### config.mk
export PLATFORM = sky130hd
export DESIGN_NAME = local_port_ingress
export DESIGN_NICKNAME = d
export VERILOG_FILES = /design/src/rtl/local_port_ingress.sv
export SDC_FILE = /design/constraint.sdc
export NUM_CORES = 1
export LEC_CHECK = 0
export BUFFER_PORTS_ARGS = -buffer_cell sky130_fd_sc_hd__clkbuf_2
export CORE_MARGIN = 1
export CORE_UTILIZATION = 35
export DETAILED_ROUTE_END_ITERATION = 16
export GPL_TIMING_DRIVEN = 1
export PLACE_DENSITY = 0.58
export SYNTH_ARGS = -nofsm -noshare
export SYNTH_HDL_FRONTEND = slang
export SYNTH_SLANG_ARGS = --single-unit
export TNS_END_PERCENT = 50
### constraint.sdc
create_clock -name clk -period 3.38 [get_ports clk]
set_input_delay 0.338 -clock clk [delete_from_list [all_inputs] [get_ports clk]]
set_output_delay 0.338 -clock clk [all_outputs]
set_load 0.02 [all_outputs]
### src/rtl/local_port_ingress.sv
// rtl/local_port_ingress.sv - local-port ingress FIFO with credit-gated forwarding to the switch
module local_port_ingress #(
  parameter int DATA_WIDTH = 32,
  parameter int BUF_DEPTH  = 4,
  parameter int DS_DEPTH   = 4
) (
  input  logic                               clk,
  input  logic                               rst,
  input  logic                               in_data_valid,
  input  logic [DATA_WIDTH-1:0]              in_data,
  output logic                               upstream_credit,
  output logic                               out_data_valid,
  output logic [DATA_WIDTH-1:0]              out_data,
  input  logic                               downstream_credit,
  output logic [$clog2(BUF_DEPTH+1)-1:0]     occupancy,
  output logic                               overflow_err,
  output logic                               credit_err
);

  localparam int PW = (BUF_DEPTH > 1) ? $clog2(BUF_DEPTH) : 1;
  localparam int OW = $clog2(BUF_DEPTH + 1);
  localparam int CW = $clog2(DS_DEPTH + 1);
  localparam logic [OW-1:0] FULL_LVL   = OW'(BUF_DEPTH);
  localparam logic [CW-1:0] CREDIT_MAX = CW'(DS_DEPTH);

  logic [DATA_WIDTH-1:0] mem [BUF_DEPTH];
  logic [PW-1:0]         wr_ptr;
  logic [PW-1:0]         rd_ptr;
  logic [OW-1:0]         count;
  logic [CW-1:0]         credits;
  logic                  full;
  logic                  empty;
  logic                  do_write;
  logic                  do_send;

  // Full/empty and the write/send decisions, all from pre-edge registered state
  always_comb begin
    full     = (count == FULL_LVL);
    empty    = (count == '0);
    do_write = in_data_valid && !full;
    do_send  = !empty && (credits != '0);
  end

  assign occupancy = count;

  // Flit storage; contents need no reset because count gates every read
  always_ff @(posedge clk) begin
    if (rst && do_write) begin
      mem[wr_ptr] <= in_data;
    end
  end

  // Pointers, fill level, downstream credit counter, registered outputs and sticky errors
  always_ff @(posedge clk) begin
    if (!rst) begin
      wr_ptr          <= '0;
      rd_ptr          <= '0;
      count           <= '0;
      credits         <= CREDIT_MAX;
      out_data_valid  <= 1'b0;
      out_data        <= '0;
      upstream_credit <= 1'b0;
      overflow_err    <= 1'b0;
      credit_err      <= 1'b0;
    end else begin
      if (do_write) begin
        wr_ptr <= wr_ptr + PW'(1);
      end
      // A flit arriving on a full buffer is dropped even if a send frees a slot this edge
      if (in_data_valid && full) begin
        overflow_err <= 1'b1;
      end

      out_data_valid  <= do_send;
      upstream_credit <= do_send;
      if (do_send) begin
        out_data <= mem[rd_ptr];
        rd_ptr   <= rd_ptr + PW'(1);
      end

      case ({do_write, do_send})
        2'b10:   count <= count + OW'(1);
        2'b01:   count <= count - OW'(1);
        default: count <= count;
      endcase

      // A send and a returned credit in the same cycle cancel out
      if (do_send && !downstream_credit) begin
        credits <= credits - CW'(1);
      end else if (!do_send && downstream_credit) begin
        if (credits == CREDIT_MAX) begin
          credit_err <= 1'b1;
        end else begin
          credits <= credits + CW'(1);
        end
      end
    end
  end

endmodule

==> results.md, run 1 <==
- Status: completed
- Top-area cell type share of the netlist area: 59.5%
- Total internal power: 0.00437 W
- CTS Buf Count: 17
- Routed len/inst: 18.3 um
- First-pass GRT wire length: 19,000 um
- Number of H-tree levels: 4
- Met1 usage: 16.9%
- Fmax: 0.427 GHz
- Final setup vio count: 0
- Number of hold-slack violations in the final timing report: 0
- Die ar.: 0.0190 sq mm
- Placed inst area: 0.00707 sq mm
- GRT Total Usage: 14.2%
- Longest Clk Path Bufs: 2
- Die height: 138 um
- Top_reg_cell synth: edfxtp_1
- Peak supply drop: 436 uV
- Setup Crit Path Kind: reg2reg
- Hold_sp: in_data[13]
- First-pass DRT Iterations: 4
- Area Overhead vs Synth: 18.0%
- Avg Cell Area, Syn: 18.3 sq um
- Peak per-stage delay on the critical path: 0.47 ns
- Slowest-stage cell, CP: dfxtp_1
- Hold Path Cell Cnt: 1
- RR Endpoint: occupancy[2]
- N_diodes: 0
- Met3 usage: 4.34%
- GRT overflow: 0
- WP data required: 3.72 ns
- Commonest non-fill, non-tap cell in the layout: edfxtp_1
- Core ar.: 0.0180 sq mm
- Vias per cell: 4.92
- Reg-to-Reg Start: occupancy[0]
- Final Cycle Share: 69.3%
- Slew HR: 36.5%
- Pwr per Cell Area: 834 mW/mm^2
- Fraction of layout cells with a size suffix above 1: 34.2%
- CTS sink count: 173
- EDFF count, synth: 128
- GRT Max-Usage Layer: met2
- Share of power burned in registers: 45.0%
- CP max FO: 7
- Crit. End Element: flip-flop
- Cts repair resizes: 0
- Asr flop ratio synth: 0%
- GR Util met2: 23.6%
- FF-to-FF path depth: 8
- Drc violations: 0
- Final setup TNS: 0 ns
- Worst-Margin Slew: 0.953 ns
- Setup Slack @ Placement: 1.03 ns
- Clk pwr share: 28.8%
- Die X-Extent: 138 um
- Routability cong.: 0.681
- Most frequent cells in the layout: edfxtp_1 (128), clkbuf_2 (74), dfxtp_1 (43), nand2_1 (35)
- Final ANT Viol Nets: 0
- Initial drt markers: 233
- CTS tree: built
- Vias in the first global route: 3,518
- Initial Utilization: 35.8%
- Leading area contributor after synthesis: edfxtp_1
- CP startpoint kind: flip-flop
- Hold EP: mem[2][13]
- Sequential share of the synthesized area: 73.5%
- Root buf cell: clkbuf_16
- Worst path buffer plus inverter count: 1
- #FFs+latches synth: 173
- Synth unique cells: 32
- Row count: 49
- Largest net degree at the start of global routing: 35
- Family with the most delay on the worst path: adder cells
- Max cap viols: 0
- Post-CTS setup buffers: 0
- Vias: 3,318
- Net count, final: 477
- Setup ws final: 1.04 ns
- R2R setup slack: 1.04 ns
- Mapped Nets: 398
- Synth top area cells: edfxtp_1 (60%), dfxtp_1 (14%), mux4_2 (11%)
- Clk_skew: 0.00571 ns
- I/O Buffers: 74
- Routed WL: 12,400 um
- Logic pwr share: 26.2%
- Fin. max-slew vios: 0
- Worst-path clk slew: 0.06 ns
- Initial antenna violation count: 0
- LEAKAGE: 2.64 nW
- Clk_lat worst skew: 0.42 ns
- I/O pin total: 75
- Mapped Area: 0.00646 sq mm
- Hold Buf Count CTS: 0
- Critical-path cell list: nor2_1, a21boi_2, inv_1, ha_1, fa_1, xnor2_1, or3_1, a21boi_0
- YS warnings: 0
- Fin crit period: 2.34 ns
- WP data arrival: 2.69 ns
- Switching power total: 0.00199 W
- Synthesized instance count: 353
- Type of the most critical hold path: in2reg
- Switching Share: 31.2%
- Unrepaired setup endpoints after global routing: false
- Fin area: 0.00762 sq mm
- HPWL after detailed placement: 7830 um
[final cells by class]
| type | instances | area, sq um |
|---|---|---|
| Fill cell | 1655 | 10400 |
| Tap cell | 229 | 287 |
| Timing Repair Buffer | 81 | 435 |
| Multi-Input combinational cell | 150 | 1560 |
| Clock buffer | 19 | 433 |
| Inverter | 9 | 33.8 |
| Clock inverter | 13 | 125 |
| Sequential cell | 173 | 4750 |
[power groups by stage]
stage                     Combinational (W)  Sequential, W  Clock [W]
final                               0.00167        0.00286    0.00183
after floorplan                     0.00107        0.00301          0
after CTS                           0.00169        0.00287    0.00188
after global placement              0.00164        0.00291          0
after detailed placement            0.00169        0.00292          0
after global routing                0.00181        0.00290    0.00197
[per-layer routing]
metal	wire [um]	vias up
li1	-	1530
met1	5230	1697
met2	6320	75
met3	589	16
met4	222	0
met5	0	-
[registers in the layout, summed over array words and instances, names as in the netlist]
register / count
occupancy: 3
mem: 128
rd_ptr: 2
credit_err: 1
overflow_err: 1
out_data: 32
out_data_valid: 1
credits: 3
wr_ptr: 2
[cells by family after synthesis]
| family | count (synthesis) | synth area share [%] |
|---|---|---|
| buffers and inverters | 30 | 2.44 |
| adder cells (fa/ha/maj) | 9 | 1.98 |
| XOR/XNOR | 4 | 0.543 |
| AO/OA/AOI/OAI | 45 | 5.89 |
| AND/OR/NAND/NOR | 57 | 4.07 |
| multiplexers | 35 | 11.6 |
| flip-flops | 173 | 73.5 |
[worst reg2reg max path, stage by stage, from the launching register on]
cell and delay [ns]:
dfxtp_1 0.47, nor2_1 0.12, a21boi_2 0.33, inv_1 0.08
ha_1 0.25, fa_1 0.39, xnor2_1 0.14, or3_1 0.30
a21boi_0 0.18
[per-stage QoR]
step	hold WS, ns	power (W)	util, %	instances
detailed placement	0.457	0.00460	39.2	642
CTS	0.114	0.00644	42.3	674
finish	0.132	0.00636	42.3	674
global placement	0.453	0.00455	39.2	642
global route	0.116	0.00668	42.3	674
floorplan	0.437	0.00408	-	353
[cells in the mapped netlist, types with 4 or more instances]
library cell,instances
and2_1,5
and3_1,4
buf_4,5
clkbuf_1,10
dfxtp_1,45
edfxtp_1,128
ha_1,7
inv_1,9
mux4_2,32
nand2_1,35
nor2_1,4
nor2b_1,5
o2bb2ai_1,32
[worst max-delay path by stage]
stage	cells after the start	start	endpoint	slack, ns
after global placement	8	occupancy[0]	occupancy[2]	1.19
after global routing	8	occupancy[0]	occupancy[2]	0.87
final	8	occupancy[0]	occupancy[2]	1.04
after detailed placement	8	occupancy[0]	occupancy[2]	1.03
after floorplan	10	occupancy[0]	credits[2]	0.96
after CTS	8	occupancy[0]	occupancy[2]	1.01
(Power assumes the default switching activity.)
==> run 2, diff against run 1 <==
Settings changed: ABC_AREA set to 1, PLACE_DENSITY 0.58 to 0.6.
Clock period 3.38 ns to 2.04 ns, I/O delays scaled along.
==> run 2 against run 1 <==
Net effect:
- global-route usage up 0.44 points
- sequential power up 56%
- non-clock buffer count up 31
- area after synthesis up 15%
- critical path type unchanged
- largest power group unchanged
- highest routed layer unchanged
==> results.md, run 2 <==
- Setup Crit Path Kind: reg2reg
- LEAKAGE: 4.23 nW (+60%)
- Synth top area cells: edfxtp_1 (52%), nand2_1 (12%), dfxtp_1 (12%)
- Routed WL: 15,000 um (+21%)
- First-pass DRT Iterations: 4 (unchanged)
- Type of the most critical hold path: in2reg
- Die height: 147 um (+7.0%)
- Die X-Extent: 147 um (+7.0%)
- Pwr per Cell Area: 1300 mW/mm^2 (+56%)
- Synth unique cells: 20 (-38%)
- Final Hold Slack: 0.0152 ns (-0.117 ns)
- Worst-path clk slew: 0.07 ns (about the same)
- Most frequent cells in the layout: nand2_1 (244), inv_1 (179), edfxtp_1 (128), nand3_1 (76), clkbuf_2 (74)
- Mapped Nets: 855 (+110%)
- Avg Cell Area, Syn: 9.14 sq um (-50%)
- Largest net degree at the start of global routing: 67 (+91%)
- Core ar.: 0.0205 sq mm (+14%)
- Die ar.: 0.0217 sq mm (+14%)
- CP startpoint kind: flip-flop
- Slew HR: 67.4% (+31 points)
- Worst-Margin Slew: 0.489 ns (-0.464 ns)
- Drc violations: 0 (unchanged)
- I/O pin total: 75 (unchanged)
- CTS tree: built
- GRT Total Usage: 14.6% (+0.44 points)
- CTS Buf Count: 17 (unchanged)
- Reg-to-Reg Start: occupancy[1]
- Post-route insts no fill: 1,191 (+77%)
- I/O Buffers: 74 (unchanged)
- Longest Clk Path Bufs: 2 (unchanged)
- Placed Instances: 1,134 (+77%)
- Vias in the first global route: 4,912 (+40%)
- Final setup vio count: 0 (unchanged)
- Number of hold-slack violations in the final timing report: 0 (unchanged)
- Commonest non-fill, non-tap cell in the layout: nand2_1
- Mapped Area: 0.00741 sq mm (+15%)
- Vias per cell: 4.25 (-14%)
- Top reg by flops: mem
- Initial Utilization: 36.1% (+0.31 points)
- Area Overhead vs Synth: 22.1%
- Initial antenna violation count: 0 (unchanged)
- Cts repair resizes: 0 (unchanged)
- Routed len/inst: 12.6 um (-31%)
- FF-to-FF path depth: 11 (+3)
- Crit. Startpoint: occupancy[1]
- Crit. End Element: flip-flop
- Fin crit period: 1.83 ns (-0.509 ns)
- Row count: 52 (+6.1%)
- CTS sink count: 173 (unchanged)
- Sequential share of the synthesized area: 64.1% (-9.4 points)
- Peak supply drop: 969 uV (+120%)
- Fin. max-slew vios: 0 (unchanged)
- Tot Pwr: 0.0118 W (+85%)
- EDFF count, synth: 128 (unchanged)
- Fraction of layout cells with a size suffix above 1: 13.7% (-20 points)
- First-pass GRT wire length: 24,400 um (+28%)
- N_diodes: 0 (unchanged)
- WP data required: 2.33 ns (-1.39 ns)
- Count leader, synth: nand2_1
- Unrepaired setup endpoints after global routing: false
- Net count, final: 953 (+100%)
- GRT overflow: 0 (unchanged)
- Max cap viols: 0 (unchanged)
- Final ANT Viol Nets: 0 (unchanged)
- WP data arrival: 2.12 ns (-0.57 ns)
- YS warnings: 0 (unchanged)
- Max reg flops: 128 (unchanged)
- Clk_skew: 0.00880 ns (+0.00309 ns)
- #FFs+latches synth: 173 (unchanged)
- Top-area cell type share of the netlist area: 51.9% (-7.6 points)
- Routability cong.: 0.769 (+13%)
- Fmax: 0.545 GHz (+28%)
- Top post-synthesis cells by count: nand2_1 (244), inv_1 (179), edfxtp_1 (128)
- Root buf cell: clkbuf_16
- Fin area: 0.00904 sq mm (+19%)
- Synthesized instance count: 810 (+130%)
- Top_reg_cell synth: edfxtp_1
- R2R setup slack: 0.21 ns (-0.83 ns)
- Status: completed
- Crit path to: credits[2]
- Leading area contributor after synthesis: edfxtp_1
- Placed inst area: 0.00815 sq mm (+15%)
- Biggest regs: mem: 128 flops, out_data: 32 flops
- RR Endpoint: credits[2]
- Vias: 5,067 (+53%)
- Final Cycle Share: 89.9% (+21 points)
- Number of H-tree levels: 4 (unchanged)
- CP max FO: 4 (-3)
- Clk_lat worst skew: 0.42 ns (about the same)
- Initial drt markers: 206 (-12%)
- HPWL after detailed placement: 8430 um (+7.6%)
- Asr flop ratio synth: 0% (unchanged)
run 2: worst min path at each step:
stage / from / endpoint / slack, ns / cells past startpoint
finish: in_data[15] / mem[2][15] / 0.02 / 1
global route: in_data[10] / mem[2][10] / 0.004 / 1
CTS: in_data[15] / mem[2][15] / 0.001 / 1
detailed placement: in_data[19] / mem[1][19] / 0.43 / 1
global placement: in_data[17] / mem[0][17] / 0.42 / 1
floorplan: in_data[0] / mem[0][0] / 0.30 / 0
run 2: final cells by class:
cell class              count  area, sq um
multi-input cells         423         1840
fillers                  1980        11500
inverters                 181          679
clock inverters            14          215
repair buffers            112          793
well taps                 270          338
flip-flops and latches    173         4750
clock buffers              18          429
run 2: kinds of logic (layout without fill, tap and decap cells):
kind of cell / after synthesis / after routing / synth area share (%)
compound gates: 11 / 11 / 0.743
xor+xnor: 1 / 1 / 0.118
fa+ha+maj: 9 / 9 / 1.72
buf+inv: 214 / 325 / 11.5
flops: 173 / 173 / 64.1
simple gates: 402 / 402 / 21.9
run 2: power breakdown:
group / internal, W / switching, W
registers: 0.00424 / 0.000238
clock network: 0.00218 / 0.00133
logic: 0.00124 / 0.00254
run 2: timing repair:
action | CTS | global route
endpoints found under the hold margin | 97 | 0
buffers inserted | 0 | 0
hold buffers | 25 | 0
run 2: metal layers:
| layer | vias up | global-route usage [%] | share of wire [%] |
|---|---|---|---|
| met5 | - | 0 | 0 |
| met4 | 0 | 5.52 | 0.75 |
| met3 | 8 | 2.81 | 4.1 |
| met2 | 85 | 25.7 | 50 |
| met1 | 2308 | 17.7 | 45 |
| li1 | 2666 | - | - |
run 2: worst max-delay path: stages (launching register included):
cell,delay (ns)
dfxtp_1,0.37
inv_1,0.09
nand3b_1,0.13
nand2_2,0.06
inv_1,0.10
ha_1,0.20
inv_1,0.10
fa_1,0.38
nand3_1,0.09
nand2_1,0.05
nand2_1,0.06
nand3_1,0.05
run 2: stage by stage:
step / setup slack [ns] / setup TNS (ns) / utilization [%]
after CTS: 0.216 / 0 / 44.1
after floorplan: -0.163 / -20.89 / -
after global placement: 0.251 / 0 / 39.8
final: 0.205 / 0 / 44.1
after detailed placement: 0.227 / 0 / 39.8
after global routing: 0.00360 / 0 / 44.1
